**config.mk**
```make
export PLATFORM = sky130hd
export DESIGN_NAME = binary_game_engine
export DESIGN_NICKNAME = d
export VERILOG_FILES = /design/src/rtl/binary_game_engine.sv
export SDC_FILE = /design/constraint.sdc
export NUM_CORES = 1
export LEC_CHECK = 0
export BUFFER_PORTS_ARGS = -buffer_cell sky130_fd_sc_hd__buf_2
export CAP_MARGIN = 20
export CORE_MARGIN = 10
export CORE_UTILIZATION = 60
export DETAILED_ROUTE_END_ITERATION = 8
export PLACE_DENSITY = 0.83
export RECOVER_POWER = 100
export SYNTH_ARGS = -nofsm -noshare
export SYNTH_HDL_FRONTEND = slang
export SYNTH_SLANG_ARGS = --single-unit
```
**constraint.sdc**
```tcl
create_clock -name Clk -period 7.25 [get_ports Clk]
set_input_delay 0 -clock Clk [delete_from_list [all_inputs] [get_ports Clk]]
set_output_delay 0 -clock Clk [all_outputs]
set_load 0.005 [all_outputs]
```
**src/rtl/binary_game_engine.sv**
```systemverilog
// Binary-conversion game engine: menu FSM, LFSR targets, timed Play rounds, practice mode, high score.
// Optional feature macro: BG_HINT_EN enables the Practice-mode higher/lower hint comparator.
module binary_game_engine #(
  parameter int unsigned WIDTH          = 8,
  parameter int unsigned ROUNDS         = 10,
  parameter int unsigned TIMEOUT_CYCLES = 1000,
  parameter logic [15:0] SEED           = 16'hACE1
) (
  input  logic                             Clk,
  input  logic                             Reset,
  input  logic                             Select,
  input  logic                             Quit,
  input  logic                             selectLeft,
  input  logic                             selectRight,
  input  logic [WIDTH-1:0]                 userNumber,
  output logic [WIDTH-1:0]                 outputNumber,
  output logic [$clog2(ROUNDS+1)-1:0]      score,
  output logic [$clog2(ROUNDS+1)-1:0]      highScore,
  output logic [$clog2(ROUNDS+1)-1:0]      round,
  output logic                             correct,
  output logic                             wrong,
  output logic [1:0]                       hint,
  output logic [9:0]                       q_State
);

  localparam int unsigned CW = $clog2(ROUNDS + 1);
  localparam int unsigned TW = $clog2(TIMEOUT_CYCLES);
  localparam logic [TW-1:0] TIMER_LOAD = TW'(TIMEOUT_CYCLES - 1);
  localparam logic [15:0] LFSR_TAPS = 16'hB400;

  typedef enum logic [9:0] {
    S_INITIAL   = 10'b00_0000_0001,
    S_MENU      = 10'b00_0000_0010,
    S_PLAY_INIT = 10'b00_0000_0100,
    S_PLAY      = 10'b00_0000_1000,
    S_PLAY_DONE = 10'b00_0001_0000,
    S_PRAC_INIT = 10'b00_0010_0000,
    S_PRACTICE  = 10'b00_0100_0000,
    S_PRAC_DONE = 10'b00_1000_0000,
    S_SCORES    = 10'b01_0000_0000,
    S_DONE      = 10'b10_0000_0000
  } state_e;

  state_e            state_q, state_d;
  logic [1:0]        cursor_q, cursor_d;
  logic [15:0]       lfsr_q, lfsr_d;
  logic [WIDTH-1:0]  target_q, target_d;
  logic [TW-1:0]     timer_q, timer_d;
  logic [CW-1:0]     score_q, score_d;
  logic [CW-1:0]     round_q, round_d;
  logic [CW-1:0]     high_score_q, high_score_d;
  logic              correct_q, correct_d;
  logic              wrong_q, wrong_d;
  logic [WIDTH-1:0]  out_num_q, out_num_d;

  logic [WIDTH-1:0]  new_target;
  logic              hit;
  logic              play_hit;
  logic [CW-1:0]     round_inc;

  assign new_target = lfsr_q[WIDTH-1:0];
  assign hit        = (userNumber == target_q);
  assign play_hit   = Select && hit;
  assign round_inc  = round_q + CW'(1);

  always_ff @(posedge Clk) begin
    if (Reset) begin
      state_q      <= S_INITIAL;
      cursor_q     <= 2'd0;
      lfsr_q       <= SEED;
      target_q     <= '0;
      timer_q      <= '0;
      score_q      <= '0;
      round_q      <= '0;
      high_score_q <= '0;
      correct_q    <= 1'b0;
      wrong_q      <= 1'b0;
      out_num_q    <= '0;
    end else begin
      state_q      <= state_d;
      cursor_q     <= cursor_d;
      lfsr_q       <= lfsr_d;
      target_q     <= target_d;
      timer_q      <= timer_d;
      score_q      <= score_d;
      round_q      <= round_d;
      high_score_q <= high_score_d;
      correct_q    <= correct_d;
      wrong_q      <= wrong_d;
      out_num_q    <= out_num_d;
    end
  end

  // Next-state and datapath; Quit outranks Select, which outranks cursor moves.
  always_comb begin
    state_d      = state_q;
    cursor_d     = cursor_q;
    lfsr_d       = {1'b0, lfsr_q[15:1]} ^ (lfsr_q[0] ? LFSR_TAPS : 16'h0000);
    target_d     = target_q;
    timer_d      = timer_q;
    score_d      = score_q;
    round_d      = round_q;
    high_score_d = high_score_q;
    correct_d    = 1'b0;
    wrong_d      = 1'b0;

    unique case (state_q)
      S_INITIAL: state_d = S_MENU;
      S_MENU: begin
        if (Quit) begin
          state_d = S_DONE;
        end else if (Select) begin
          unique case (cursor_q)
            2'd0:    state_d = S_PLAY_INIT;
            2'd1:    state_d = S_PRAC_INIT;
            2'd2:    state_d = S_SCORES;
            default: state_d = S_DONE;
          endcase
        end else if (selectLeft && !selectRight) begin
          cursor_d = cursor_q - 2'd1;
        end else if (selectRight && !selectLeft) begin
          cursor_d = cursor_q + 2'd1;
        end
      end
      S_PLAY_INIT: begin
        score_d  = '0;
        round_d  = '0;
        target_d = new_target;
        timer_d  = TIMER_LOAD;
        state_d  = S_PLAY;
      end
      S_PLAY: begin
        if (Quit) begin
          state_d      = S_PLAY_DONE;
          high_score_d = (score_q > high_score_q) ? score_q : high_score_q;
        end else if (Select || (timer_q == '0)) begin
          // A submit and a timeout in the same cycle resolve as a submit.
          correct_d = play_hit;
          wrong_d   = !play_hit;
          score_d   = score_q + CW'(play_hit);
          round_d   = round_inc;
          if (round_inc == CW'(ROUNDS)) begin
            state_d      = S_PLAY_DONE;
            high_score_d = (score_d > high_score_q) ? score_d : high_score_q;
          end else begin
            target_d = new_target;
            timer_d  = TIMER_LOAD;
          end
        end else begin
          timer_d = timer_q - TW'(1);
        end
      end
      S_PRAC_INIT: begin
        target_d = new_target;
        state_d  = S_PRACTICE;
      end
      S_PRACTICE: begin
        if (Quit) begin
          state_d = S_PRAC_DONE;
        end else if (Select) begin
          correct_d = hit;
          wrong_d   = !hit;
          if (hit) target_d = new_target;
        end
      end
      S_PLAY_DONE, S_PRAC_DONE, S_SCORES: begin
        if (Quit || Select) state_d = S_MENU;
      end
      S_DONE: state_d = S_DONE;
      default: state_d = S_INITIAL;
    endcase

    unique case (state_d)
      S_PLAY, S_PRACTICE: out_num_d = target_d;
      S_SCORES:           out_num_d = WIDTH'(high_score_d);
      default:            out_num_d = '0;
    endcase
  end

`ifdef BG_HINT_EN
  // Higher/lower hint, only meaningful while practising.
  always_comb begin
    hint = 2'b00;
    if (state_q == S_PRACTICE) begin
      if (target_q > userNumber)      hint = 2'b01;
      else if (target_q < userNumber) hint = 2'b10;
    end
  end
`else
  assign hint = 2'b00;
`endif

  assign outputNumber = out_num_q;
  assign score        = score_q;
  assign highScore    = high_score_q;
  assign round        = round_q;
  assign correct      = correct_q;
  assign wrong        = wrong_q;
  assign q_State      = state_q;

endmodule

```
==> metrics.txt <==
core area=0.00557 mm²; area occupied by multi-input gates=0.00194 mm²; Buf/Inv on CP=0; ys flop type=dfxtp_1; Startpoint Class=flop; Ports=48; slowest CP cell=nor3_1; GRT overflow=0; ys async rst share=0%; endpoints failing setup=0; post-synthesis cell count=between 400 and 500; CTS tree=yes; Synth area leader=dfxtp_1; period utilization=a little under half; CP Data Arrival Time=approximately 3.6 ns; via count=3113; fillers=480; initial antenna violation count=0; leakage power=1.55 nW; delay-heaviest family, CP=simple AND/OR/NAND/NOR gates; Peak VDD IR=between 0.15 and 0.2 mV; share of cells above drive strength 1=about 11%; FF/Latch Area=0.00136 mm²; Initial DRC Count=200; via/cell ratio=a little under 6; worst-path cell chain=nor3_1 > nand4_1 > nor3_1 > nor2_1 > a21o_1 > a21oi_1 > nor2_1; CP endpoint kind=flop; gr usage total=19.2%; fin crit period=about 3.3 ns; clock transition at the registers of the reported paths=0.08 ns; Layout Skew=approximately 0.0057 ns; count leader, synth=dfxtp_1; DRC=0; htree depth=3; WL/cell=16.1 µm; top cells by area, synth=dfxtp_1 (39%), ha_1 (6.1%), nor2_1 (5.4%), a21oi_1 (4.0%), xnor2_1 (3.5%); Final Hold Viols=0; area growth from synthesis to layout=11.9%; met1 track demand over resource=between 20% and 30%; vias in the first global route=~3000; Ant. Diodes=0; CTS max path bufs=2; DRT Pass-1 Iters=5; largest net degree at the start of global routing=between 50 and 60; Routed WL=around 8500 µm; Inserted Clock Buffers=9; global-route wire length before repair=roughly 14000 µm; critical path required time=7.47 ns; Min Hold Slack=between 0.1 and 0.15 ns; placer congestion estimate=slightly below 1; total setup buffers inserted after CTS=0; Synth cell types=56; FF+latch count, synth=just under 70; Cell Area, Synth=~0.0035 mm²; Die X=~96 µm; FF-to-FF Start=q_State[6]$_SDFF_PP0_; CTS Hold Buffers Added=0; Worst Path Max Fanout=14; slew of the pin with the lowest slew margin=between 0.8 and 0.9 ns; die area=0.00923 mm²; Min-Delay Endpoint=cursor_q[1]$_SDFFE_PP0P_; Sink Count=a little under 70; post-DP HPWL=6090 µm; Fin Setup TNS=0 ns; post-synth top area share=between 30% and 40%; reg-to-reg slack, setup=slightly below 4 ns; remaining antenna violation count=0; Slew HR=approximately 41%; # resized after CTS=0; gr busiest metal=met2; mean area per synthesized cell=roughly 8.5 µm²; Core Rows=27; reg2reg path depth=7; critical path's largest stage delay=roughly 0.90 ns; sequential fraction of the synthesis area=between 30% and 40%; Achievable Freq=roughly 0.30 GHz; R2R Path End=score[0]$_SDFFE_PP0P_; status=finished, final reports clean; NumNets Final=about 480; Die Y=roughly 96 µm; hold-critical path depth=5; Syn. warnings=0; # port buffers=between 40 and 50; Initial Util=slightly above 60%; Synth top cells by count=dfxtp_1 (68), nor2_1 (50), a21oi_1 (28); Root Buffer=clkbuf_8; Hold WC Path Type=primary input to flop; met2 usage in global routing=just under 30%; met3 GRT Util=approximately 5.6%; Cell Pwr Density=between 200 and 250 mW/mm²; Post-synth EDFFs=0; RSZ-0062 raised after global routing=no; HP Start=selectLeft; WS Path Type=flop to flop; worst skew pair latency=between 0.3 and 0.4 ns; Final Max Tran Viols=0; maxcap violations=0
-- layout make-up --
cell class / instances / area share [%]
Clock buffer: 10 / 3.54
Timing Repair Buffer: 46 / 5.18
Sequential cell: 68 / 35.0
Inverter: 17 / 1.64
Multi-Input combinational cell: 306 / 49.8
Tap cell: 72 / 2.32
Clock inverter: 6 / 2.45
-- placed cells by master (no fill, tap or decap), types with 3 or more instances in the layout --
cell,n
a211oi_1,5
a21oi_1,28
a311oi_1,8
and3_1,7
buf_2,20
clkbuf_1,25
clkbuf_8,10
clkinv_4,3
dfxtp_1,68
ha_1,17
inv_1,17
mux2i_1,10
nand2_1,20
nand2b_1,8
nand3_1,7
nand3b_1,3
nand4_1,10
nor2_1,50
nor2b_1,18
nor3_1,22
nor4_1,3
o21ai_0,15
o22ai_1,6
or2_2,10
or3_1,7
xnor2_1,14
xor2_1,5
-- worst max path at each step --
stage / startpoint / end / slack, ns / depth (start not counted)
4_1_cts: target_q[4]$_SDFF_PP0_ / outputNumber[3]$_SDFF_PP0_ / 4.03 / 11
3_3_place_gp: target_q[2]$_SDFF_PP0_ / outputNumber[3]$_SDFF_PP0_ / 4.10 / 11
6_report: q_State[6]$_SDFF_PP0_ / score[0]$_SDFFE_PP0P_ / 3.92 / 7
5_1_grt: target_q[2]$_SDFF_PP0_ / outputNumber[3]$_SDFF_PP0_ / 3.68 / 11
3_5_place_dp: target_q[4]$_SDFF_PP0_ / outputNumber[3]$_SDFF_PP0_ / 4.06 / 11
2_1_floorplan: target_q[3]$_SDFF_PP0_ / outputNumber[3]$_SDFF_PP0_ / 4.43 / 13
-- where the power goes --
group	leakage [nW]	internal, mW	total [mW]	switching (mW)
clock	0.117	0.206	0.357	0.151
sequential	0.553	0.388	0.406	0.0177
combinational	0.880	0.0509	0.126	0.0751
total	1.55	0.645	0.888	0.244
-- per-layer routing --
layer  vias to the layer above  share of wire [%]
met1                      1433                 44
met3                        20                8.3
met5                         -                  0
met2                       134                 46
met4                         0                1.7
li1                       1526                  -
-- kinds of logic (layout without fill, tap and decap cells) --
logic type	count (synthesis)	count (layout)	share of synthesized area, %
AND/OR/NAND/NOR	179	179	27.7
AO/OA/AOI/OAI	79	79	14.5
flip-flops	68	68	39.2
buffers and inverters	37	79	4.68
XOR/XNOR	19	19	4.79
adder cells (fa/ha/maj)	17	17	6.13
multiplexers	10	10	2.88
other	1	2	0.108
-- worst min-delay path, stage by stage --
cell      delay [ns]
buf_2           0.08
ha_1            0.13
nor4_1          0.07
nor2_1          0.09
a211oi_1        0.05
-- per-stage QoR --
| stage | util [%] | total power, mW | cell area (µm²) | instances | setup WS (ns) |
|---|---|---|---|---|---|
| 6_report | 69.7 | 0.888 | 3890 | 525 | 3.92 |
| 5_1_grt | 69.7 | 0.925 | 3890 | 525 | 3.68 |
| 4_1_cts | 70.5 | 0.890 | 3930 | 525 | 4.03 |
| 3_5_place_dp | 66.4 | 0.537 | 3700 | 509 | 4.06 |
| 3_3_place_gp | 66.4 | 0.535 | 3700 | 509 | 4.10 |
| 2_1_floorplan | - | 0.507 | 3480 | 411 | 4.43 |
-- sequential cells by signal (all words and copies together), names as in the netlist --
signal        flops
wrong             1
round             4
cursor_q          2
correct           1
target_q          8
q_State          10
timer_q          10
lfsr_q           16
outputNumber      8
highScore         4
score             4
No activity file was read; power rests on OpenSTA's default activity.
